===== config.mk =====
export PLATFORM = sky130hd
export DESIGN_NAME = keypad_login_ctrl
export DESIGN_NICKNAME = d
export VERILOG_FILES = /design/src/rtl/keypad_login_ctrl.sv
export SDC_FILE = /design/constraint.sdc
export NUM_CORES = 1
export LEC_CHECK = 0
export CAP_MARGIN = 10
export CORE_ASPECT_RATIO = 1.2
export CORE_UTILIZATION = 45
export CTS_BUF_LIST = sky130_fd_sc_hd__clkbuf_8
export DETAILED_ROUTE_END_ITERATION = 8
export GPL_ROUTABILITY_DRIVEN = 0
export HOLD_SLACK_MARGIN = 0.02
export PLACE_DENSITY = 0.71
export RECOVER_POWER = 50
export SLEW_MARGIN = 20
export SYNTH_ARGS = -nofsm -noshare
export SYNTH_HDL_FRONTEND = slang
export SYNTH_SLANG_ARGS = --single-unit

===== constraint.sdc =====
create_clock -name clk -period 4.55 [get_ports clk]
set_input_delay 0.91 -clock clk [delete_from_list [all_inputs] [get_ports clk]]
set_output_delay 0.91 -clock clk [all_outputs]
set_load 0.005 [all_outputs]

===== src/rtl/keypad_login_ctrl.sv =====
// rtl/keypad_login_ctrl.sv - keypad credential entry, table lookup, session grant and lockout
module keypad_login_ctrl #(
  parameter int MAX_FAIL       = 3,
  parameter int LOCK_CYCLES    = 1000,
  parameter int TIMEOUT_CYCLES = 50000
) (
  input  logic        clk,
  input  logic        rst_n,
  input  logic        key_valid,
  input  logic [3:0]  key_code,
  input  logic        logout,
  output logic        lookup_req,
  output logic [11:0] lookup_user,
  input  logic        lookup_ack,
  input  logic        lookup_hit,
  input  logic [15:0] lookup_pass,
  output logic        session_active,
  output logic [11:0] session_user,
  output logic        login_ok,
  output logic        login_fail,
  output logic        timeout,
  output logic        locked,
  output logic [2:0]  state
);

  localparam int IW = $clog2(TIMEOUT_CYCLES);
  localparam int LW = (LOCK_CYCLES > 1) ? $clog2(LOCK_CYCLES) : 1;

  typedef enum logic [2:0] {
    S_IDLE   = 3'd0,
    S_USER   = 3'd1,
    S_PASS   = 3'd2,
    S_LOOKUP = 3'd3,
    S_GRANT  = 3'd4,
    S_DENY   = 3'd5,
    S_LOCK   = 3'd6
  } state_t;

  state_t         st;
  logic [11:0]    user_id;
  logic [15:0]    pass_reg;
  logic [1:0]     ucnt;
  logic [2:0]     pcnt;
  logic [3:0]     fail_cnt;
  logic [3:0]     fail_next;
  logic [IW-1:0]  idle_cnt;
  logic [LW-1:0]  lock_cnt;
  logic           is_digit;
  logic           is_star;
  logic           is_hash;
  logic           idle_expired;

  assign state       = st;
  assign lookup_user = user_id;
  assign is_digit    = (key_code <= 4'd9);
  assign is_star     = (key_code == 4'hA);
  assign is_hash     = (key_code == 4'hB);
  assign idle_expired = (idle_cnt == IW'(TIMEOUT_CYCLES - 1));

  always_comb begin
    fail_next = fail_cnt;
    if (fail_cnt < 4'(MAX_FAIL))
      fail_next = fail_cnt + 4'd1;
  end

  always_ff @(posedge clk or negedge rst_n) begin
    if (!rst_n) begin
      st             <= S_IDLE;
      user_id        <= '0;
      pass_reg       <= '0;
      ucnt           <= '0;
      pcnt           <= '0;
      fail_cnt       <= '0;
      idle_cnt       <= '0;
      lock_cnt       <= '0;
      lookup_req     <= 1'b0;
      session_active <= 1'b0;
      session_user   <= '0;
      login_ok       <= 1'b0;
      login_fail     <= 1'b0;
      timeout        <= 1'b0;
      locked         <= 1'b0;
    end else begin
      login_ok   <= 1'b0;
      login_fail <= 1'b0;
      timeout    <= 1'b0;
      case (st)
        S_IDLE: begin
          if (key_valid && is_star) begin
            st       <= S_USER;
            user_id  <= '0;
            pass_reg <= '0;
            ucnt     <= '0;
            pcnt     <= '0;
            idle_cnt <= '0;
          end
        end
        S_USER: begin
          if (key_valid) begin
            idle_cnt <= '0;
            if (is_digit) begin
              if (ucnt < 2'd3) begin
                user_id <= {user_id[7:0], key_code};
                ucnt    <= ucnt + 2'd1;
              end
            end else if (is_hash) begin
              if (ucnt == 2'd3) begin
                st <= S_PASS;
              end else begin
                st         <= S_DENY;
                login_fail <= 1'b1;
              end
            end else if (is_star) begin
              user_id <= '0;
              ucnt    <= '0;
            end
          end else if (idle_expired) begin
            st       <= S_IDLE;
            timeout  <= 1'b1;
            user_id  <= '0;
            pass_reg <= '0;
            ucnt     <= '0;
            pcnt     <= '0;
            idle_cnt <= '0;
          end else begin
            idle_cnt <= idle_cnt + 1'b1;
          end
        end
        S_PASS: begin
          if (key_valid) begin
            idle_cnt <= '0;
            if (is_digit) begin
              if (pcnt < 3'd4) begin
                pass_reg <= {pass_reg[11:0], key_code};
                pcnt     <= pcnt + 3'd1;
              end
            end else if (is_hash) begin
              if (pcnt == 3'd4) begin
                st <= S_LOOKUP;
              end else begin
                st         <= S_DENY;
                login_fail <= 1'b1;
              end
            end else if (is_star) begin
              st       <= S_USER;
              user_id  <= '0;
              pass_reg <= '0;
              ucnt     <= '0;
              pcnt     <= '0;
            end
          end else if (idle_expired) begin
            st       <= S_IDLE;
            timeout  <= 1'b1;
            user_id  <= '0;
            pass_reg <= '0;
            ucnt     <= '0;
            pcnt     <= '0;
            idle_cnt <= '0;
          end else begin
            idle_cnt <= idle_cnt + 1'b1;
          end
        end
        S_LOOKUP: begin
          // req rises one cycle after entry and drops with the ack edge
          if (lookup_ack) begin
            lookup_req <= 1'b0;
            pass_reg   <= '0;
            if (lookup_hit && (lookup_pass == pass_reg)) begin
              st             <= S_GRANT;
              login_ok       <= 1'b1;
              session_active <= 1'b1;
              session_user   <= user_id;
              fail_cnt       <= '0;
            end else begin
              st         <= S_DENY;
              login_fail <= 1'b1;
            end
          end else begin
            lookup_req <= 1'b1;
          end
        end
        S_GRANT: begin
          if (logout) begin
            st             <= S_IDLE;
            session_active <= 1'b0;
            session_user   <= '0;
          end
        end
        S_DENY: begin
          fail_cnt <= fail_next;
          if (fail_next == 4'(MAX_FAIL)) begin
            st       <= S_LOCK;
            locked   <= 1'b1;
            lock_cnt <= '0;
          end else begin
            st <= S_IDLE;
          end
        end
        S_LOCK: begin
          if (lock_cnt == LW'(LOCK_CYCLES - 1)) begin
            st       <= S_IDLE;
            locked   <= 1'b0;
            fail_cnt <= '0;
          end else begin
            lock_cnt <= lock_cnt + 1'b1;
          end
        end
        default: st <= S_IDLE;
      endcase
    end
  end

endmodule


### Word level (Yosys, flattened, before mapping)

Cells that the tools add are included.

* register bits: 84
* bits of input ports: 26
* output and inout port bits: 33

* add/sub/neg operators: 5
* order comparisons: 4
* eq/ne operators: 30
* muxes and demuxes: 96
* reductions and logical operators: 19

Operators with widths (number)
* $mux 16: 11
* $mux 12: 12
* $mux 3: 23
* $pmux 16 s4: 1
* $pmux 12 s3: 1
* $pmux 16 s2: 1
* $pmux 12 s2: 1
* $mux 1: 23
* $pmux 3 s7: 1
* $mux 10: 2
* $ne 4x4->1 const B: 5
* $pmux 10 s2: 1
* $mux 2: 9
* $add 16x1->16 const B: 1
* $eq 16x16->1: 1
* $eq 16x16->1 const B: 1
* $mux 4: 4
* $ne 2x2->1 const B: 8
* $eq 3x3->1 const B: 4
* $pmux 4 s3: 1
* $reduce_and 4->1: 3
* $add 10x1->10 const B: 1
* $eq 10x10->1 const B: 1
* $ne 3x3->1 const B: 3
* 27 further kinds: 35

### Logic depth before layout (Yosys ltp)

Gate-level depths: netlist (run 1).

* depth in word-level cells: 6
* mapped depth: 9
* depth with buffers taken out: 8

### Least setup slack after synthesis (run 1)

Ideal clock, no wire load.

* path kind: input to register
* start point: input key_valid
* end point: register pcnt[0]
* library setup time: 0.125 ns
* arrival time: 2.284 ns
* required time: 4.425 ns
* path slack: 2.141 ns
* stages on the path: 7
* buffers on the path: 2
* cell sequence: clkbuf_2 -> nor2b_1 -> o2bb2ai_4 -> and2_1 -> clkbuf_1 -> nand3_1 -> mux2_2

* cells in the longest elaborated chain, start to end: 3

Ends and longest elaborated chain
* from (decl): line 9 `input logic key_valid,`
* $logic_and 1x1->1: line 89 `if (key_valid && is_star) begin`
* $ne 2x2->1 (no line)
* $reduce_and 6->1 (no line)
* to (signal assigned): line 135 `pcnt <= pcnt + 3'd1;`
* to (decl): line 43 `logic [2:0] pcnt;`

Several ways; a longest one is shown, not always the timed one.
A chain may end at the register's enable or synchronous reset.

### Worst setup path after layout (run 1)

* start point: input key_code[3]
* end point: register user_id[8], in the netlist lookup_user[8]

* cells in the longest elaborated chain, start to end: 6

Ends and longest elaborated chain
* from (decl): line 10 `input logic [3:0] key_code,`
* $eq 4x4->1: line 56 `assign is_star = (key_code == 4'hA);`
* $mux 12 (2 in series)
* $mux 12 (on tied branches) (2 in series)
* $pmux 12 s3: line 87 `case (st)`
* to (signal assigned): line 103 `user_id <= {user_id[7:0], key_code};`
* to (decl): line 40 `logic [11:0] user_id;`

Several ways; a longest one is shown, not always the timed one. The select of a mux whose other input is x is not followed.

==> metrics.md, run 1 <==
| Metric | Value |
|---|---|
| Total detailed-routing wirelength | 10900 um |
| Multi-input gate area | 2330 sq um |
| Die Area | 10600 sq um |
| Top cells by area, synth | dfrtp_1, a22o_1, o21ai_0, nand2_1, a21oi_1 |
| First-pass GRT wire length | 18500 um |
| Die width | 94.4 um |
| Synth async-reset ratio | 100% |
| Worst Hold Class | reg -> reg |
| Syn_area_per_cell | 9.72 sq um |
| Finish-stage setup viols | 0 |
| RSZ-0062 raised after global routing | no |
| Setup repair bufs after CTS | 0 |
| Cell taking the most area after synthesis | dfrtp_1 |
| CTS tree | built |
| Worst setup EP type | flip-flop |
| Worst Max-Slew Pin Slew | 2.04 ns |
| Max Cap Viol | 1 |
| Lkg Pwr | 0.00236 uW |
| Top Family by Delay on Critical Path | compound AO/OA/AOI/OAI gates |
| Critical Path Start | key_code[3] |
| Largest net degree at the start of global routing | 85 |
| Synth unique cells | 63 |
| Top_reg_cell synth | dfrtp_1 |
| Warnings, synthesis | 0 |
| Layout Skew | 0.00729 ns |
| Antenna diode count | 0 |
| RR Startpoint | state[0]$_DFFE_PN0P_ |
| CTS Hold Bufs | 0 |
| Core Rows | 40 |
| Root buf cell | clkbuf_8 |
| CP Data Required Time | 4.80 ns |
| Synthesized Nets | 506 |
| Initial antenna violation count | 0 |
| Maximum vdd drop | 0.000240 V |
| Count leader, synth | dfrtp_1 |
| Ratio of cells with drive above 1 in the final layout | 5.87% |
| Reg2Reg Setup Slack | 1.73 ns |
| Total global routing overflow | 0 |
| # fillers | 926 |
| Fin util | 54.1% |
| Commonest cells in the netlist | dfrtp_1, nand2_1, o21ai_0, a21oi_1, nor2_1 |
| Seq/Total Area, Yosys | 45.6% |
| Final Max Slew Viols | 85 |
| WP data arrival | 3.23 ns |
| H-tree Lvls | 3 |
| Post-synth top area share | 45.6% |
| Overall Global Routing Usage | 22.0% |
| Fin crit share | 65.5% |
| CP cell instances | clkdlybuf4s50_1, and4bb_1, o2bb2ai_4, o211a_1, o21ai_0, a22oi_1, nor2_1 |
| Slew margin rel. | -35.8% |
| Outcome | finished, violations left |
| R2R depth | 6 |
| Final antenna-violating net count | 0 |
| PwrDens | 448 nW/um^2 |
| Vias post-DR | 3892 |
| Wire length per cell | 16.6 um |
| Die Ht | 113 um |
| Register area | 2100 sq um |
| Max Root-Sink Buffers | 2 |
| Slowest-stage cell, CP | clkdlybuf4s50_1 |
| Worst r2r dst | idle_cnt[10]$_DFFE_PN0P_ |
| Core box area | 9960 sq um |
| Worst-Skew Late Latency | 0.36 ns |
| Port bufs | 58 |
| Setup TNS | 0 ns |
| DRT iter0 DRCs | 396 |
| Via density | 5.95 |
| Hold Vio Cnt, Final | 0 |
| Vias in the first global route | 3790 |
| Hold EP | lookup_req$_DFFE_PN0P_ |
| Count of cells resized by post-cts repair | 0 |
| Worst Path Max Fanout | 11 |
| CTS Buf Count | 9 |
| Reg clk slew, reported paths | 0.08 ns |
| CP Launch Type | input port |
| Hold path startpoint | lookup_req$_DFFE_PN0P_ |
| Worst path buffer plus inverter count | 1 |
| Total Nets Final | 555 |
| Cell count after synthesis | 474 |
| CTS sink cnt | 84 |
| Tmin final | 2.98 ns |
| Detailed Routing Iterations Pass 1 | 5 |
| Post-Syn Area | 4610 sq um |
| Initial core utilization | 46.3% |
| Area Growth Syn to Fin | 17.1% |
| F_max | 336 MHz |
| Hold Crit Depth | 2 |
| I/O pins | 59 |
| Post-synth EDFFs | 0 |
| Critical path type | in -> reg |
| DP HPWL | 7700 um |
| Yosys reg bits | 84 |
| Failing checks | max-capacitance violations, max-slew violations |
| DRC errors left | 0 |
| Largest stage delay, worst path | 0.66 ns |
[how the worst max path moves through the flow]
stage                                 endpoint  slack, ns  depth (start not counted)
floorplan                  pcnt[0]$_DFFE_PN0P_       2.14                          7
global placement          state[2]$_DFFE_PN0P_       1.29                          7
detailed placement  lookup_user[8]$_DFFE_PN0P_       1.22                          7
CTS                 lookup_user[8]$_DFFE_PN0P_       1.62                          7
global route              state[2]$_DFFE_PN0P_       1.44                          7
finish              lookup_user[8]$_DFFE_PN0P_       1.57                          7
[area by class of cell]
| cell class | count | share of cell area [%] |
|---|---|---|
| clock buffer | 9 | 2.30 |
| clock inverter | 7 | 0.998 |
| inverter | 8 | 0.557 |
| multi-input combinational | 359 | 43.2 |
| sequential | 84 | 39.0 |
| tap | 126 | 2.92 |
| timing repair buffer | 61 | 11.0 |
[power by group]
part	internal, uW	leakage [uW]	switching, uW
clock network	243	0.000109	255
registers	830	0.00115	143
logic	384	0.00110	562
total	1460	0.00236	960
[layer usage]
metal  share of wire, %  track usage [%]
met5                  0                0
met4                2.0             6.77
met2                 48             35.7
met3                5.2             4.37
met1                 45             29.6
[worst register-to-register path, cell delays in order, from the launching register on]
cell and delay (ns):
dfrtp_1 0.71, nand2b_1 0.20, nor2_1 0.77, o21ai_1 0.32, nor2_2 0.36, nand2_1 0.15
o21ai_0 0.22
[cell usage in the layout (no fill, tap or decap), types with 10 or more instances in the layout]
cell,synthesis,final
a21oi_1,35,35
a22o_1,29,29
clkdlybuf4s50_1,0,51
dfrtp_1,84,84
inv_1,8,13
nand2_1,50,50
nand3_1,13,13
nand4_1,10,10
nor2_1,35,35
o21ai_0,38,38
xor2_1,18,18
[per-stage QoR]
step           power, uW  std cells  setup slack (ns)  cell area (sq um)  hold WS (ns)
2_1_floorplan       1630        474              2.14               4610         0.473
3_3_place_gp        1910        638              1.29               5220         0.477
3_5_place_dp        1930        638              1.22               5220         0.484
4_1_cts             2430        654              1.62               5400         0.502
5_1_grt             2590        654              1.44               5390         0.522
6_report            2420        654              1.57               5390         0.488
[cells by family after synthesis]
group / share of synthesized area [%]
and+or+nand+nor: 20.3
xor gates and xnor gates: 5.13
adders and majority gates: 1.63
buffers and inverters: 3.77
muxes: 0.733
DFF: 45.6
AOI/OAI and AO/OA: 22.8
Power figures use the tool's default switching activity.
==> run 2: changes to the inputs <==
Settings changed: PLACE_DENSITY 0.71 to 0.74.
Clock period 4.55 ns to 2.7 ns, I/O delays scaled along.
==> metrics.md, run 2 (synthesis results as in run 1) <==
| Metric | Value |
|---|---|
| DP Cell Count | 659 |
| Die width | 94.4 um |
| Final Max Slew Viols | 36 |
| Fin util | 55.9% |
| Hold Vio Cnt, Final | 0 |
| Die Area | 10600 sq um |
| Commonest non-fill, non-tap cell in the layout | dfrtp_1 |
| Vias in the first global route | 4075 |
| Fin crit share | 86.1% |
| Initial core utilization | 46.3% |
| Port bufs | 58 |
| CP Launch Type | input port |
| Detailed Routing Iterations Pass 1 | 5 |
| Root buf cell | clkbuf_8 |
| Count of cells resized by post-cts repair | 0 |
| Max Root-Sink Buffers | 2 |
| Area Growth Syn to Fin | 20.9% |
| Outcome | finished, violations left |
| Slowest-stage cell, CP | clkdlybuf4s50_1 |
| WP data arrival | 2.58 ns |
| Slew margin rel. | -38.5% |
| DRC errors left | 0 |
| Non-filler cells, final | 674 |
| Overall Global Routing Usage | 23.0% |
| Core Rows | 40 |
| F_max | 430 MHz |
| DRT iter0 DRCs | 297 |
| Register area | 2100 sq um |
| Total Nets Final | 576 |
| Worst-Skew Late Latency | 0.37 ns |
| Worst Max-Slew Pin Slew | 2.08 ns |
| Worst Path Max Fanout | 7 |
| Die Ht | 113 um |
| Worst Hold Class | reg -> reg |
| CP cell instances | clkdlybuf4s50_1, and4bb_1, o2bb2ai_4, o211a_1, o21ai_0, a22oi_1, nor2_1 |
| Wire length per cell | 17.0 um |
| Setup TNS | 0 ns |
| RSZ-0062 raised after global routing | no |
| Most frequent cells in the layout | dfrtp_1, nand2_1, clkdlybuf4s50_1 |
| Worst setup EP type | flip-flop |
| Top Family by Delay on Critical Path | compound AO/OA/AOI/OAI gates |
| Worst path buffer plus inverter count | 1 |
| Setup repair bufs after CTS | 0 |
| CTS Buf Count | 9 |
| # fillers | 870 |
| Initial antenna violation count | 0 |
| Lkg Pwr | 0.00249 uW |
| CP Data Required Time | 2.96 ns |
| PwrDens | 760 nW/um^2 |
| Finish-stage setup viols | 0 |
| First-pass GRT wire length | 19300 um |
| I/O pins | 59 |
| Layout Skew | 0.0108 ns |
| Largest net degree at the start of global routing | 50 |
| Final antenna-violating net count | 0 |
| Total global routing overflow | 0 |
| CTS Hold Bufs | 0 |
| CTS tree | built |
| Antenna diode count | 0 |
| Largest stage delay, worst path | 0.53 ns |
| Failing checks | max-capacitance violations, max-slew violations |
| Maximum vdd drop | 0.000477 V |
| Ratio of cells with drive above 1 in the final layout | 9.85% |
| Critical path type | in -> reg |
| Tmin final | 2.32 ns |
| Multi-input gate area | 2330 sq um |
| Total detailed-routing wirelength | 11400 um |
| Reg clk slew, reported paths | 0.08 ns |
| DP HPWL | 8220 um |
| Core box area | 9960 sq um |
| Via density | 5.99 |
| Max Cap Viol | 1 |
| Vias post-DR | 4038 |
| H-tree Lvls | 3 |
| CTS sink cnt | 84 |
==> run 2: worst paths after layout <==
check                                             from  slack, ns                          end  cells past startpoint
worst max-delay path                       key_code[1]       0.38   lookup_user[8]$_DFFE_PN0P_                      7
worst min-delay path            lookup_req$_DFFE_PN0P_       0.49       lookup_req$_DFFE_PN0P_                      2
worst max register to register    state[0]$_DFFE_PN0P_       0.49      idle_cnt[5]$_DFFE_PN0P_                      5
worst min register to register  lookup_req$_DFFE_PN0P_       0.49       lookup_req$_DFFE_PN0P_                      2
max in group asynchronous                        rst_n       0.74      lock_cnt[1]$_DFFE_PN0P_                      1
min in group asynchronous                        rst_n       0.76  session_user[7]$_DFFE_PN0P_                      1
==> run 2: final cells by class <==
class                   instances  share of cell area [%]
clock inverters                 4                   0.315
well taps                     126                    2.83
repair buffers                 82                    14.0
multi-input cells             359                    41.9
flip-flops and latches         84                    37.7
inverters                       8                   0.539
clock buffers                  11                    2.72
==> run 2: per-layer routing <==
metal  vias up  part of all wire, %  track usage [%]
met5         -                    0                0
met4         0                  2.4             8.62
met3        27                  5.1             5.38
met2       146                   49             37.1
met1      1974                   43             29.7
li1       1891                    -                -
==> run 2: metrics by stage <==
step           total power, uW  worst slack [ns]  area, sq um  hold WS, ns
2_1_floorplan             2740             0.661         4610        0.244
3_3_place_gp              3350            0.0929         5400        0.468
3_5_place_dp              3420            0.0217         5400        0.480
4_1_cts                   4230             0.414         5570        0.137
5_1_grt                   4510             0.253         5570        0.519
6_report                  4230             0.376         5570        0.488
==> run 2: worst register-to-register path, cell delays in order (launching register included) <==
cell and delay [ns]:
dfrtp_1 0.50, buf_4 0.24, or3b_1 0.49, a21oi_4 0.24, nand2_2 0.24, o41ai_1 0.40
==> run 2: power by group <==
part	internal, uW	switching [uW]
logic	777	1050
clock network	370	435
registers	1400	199
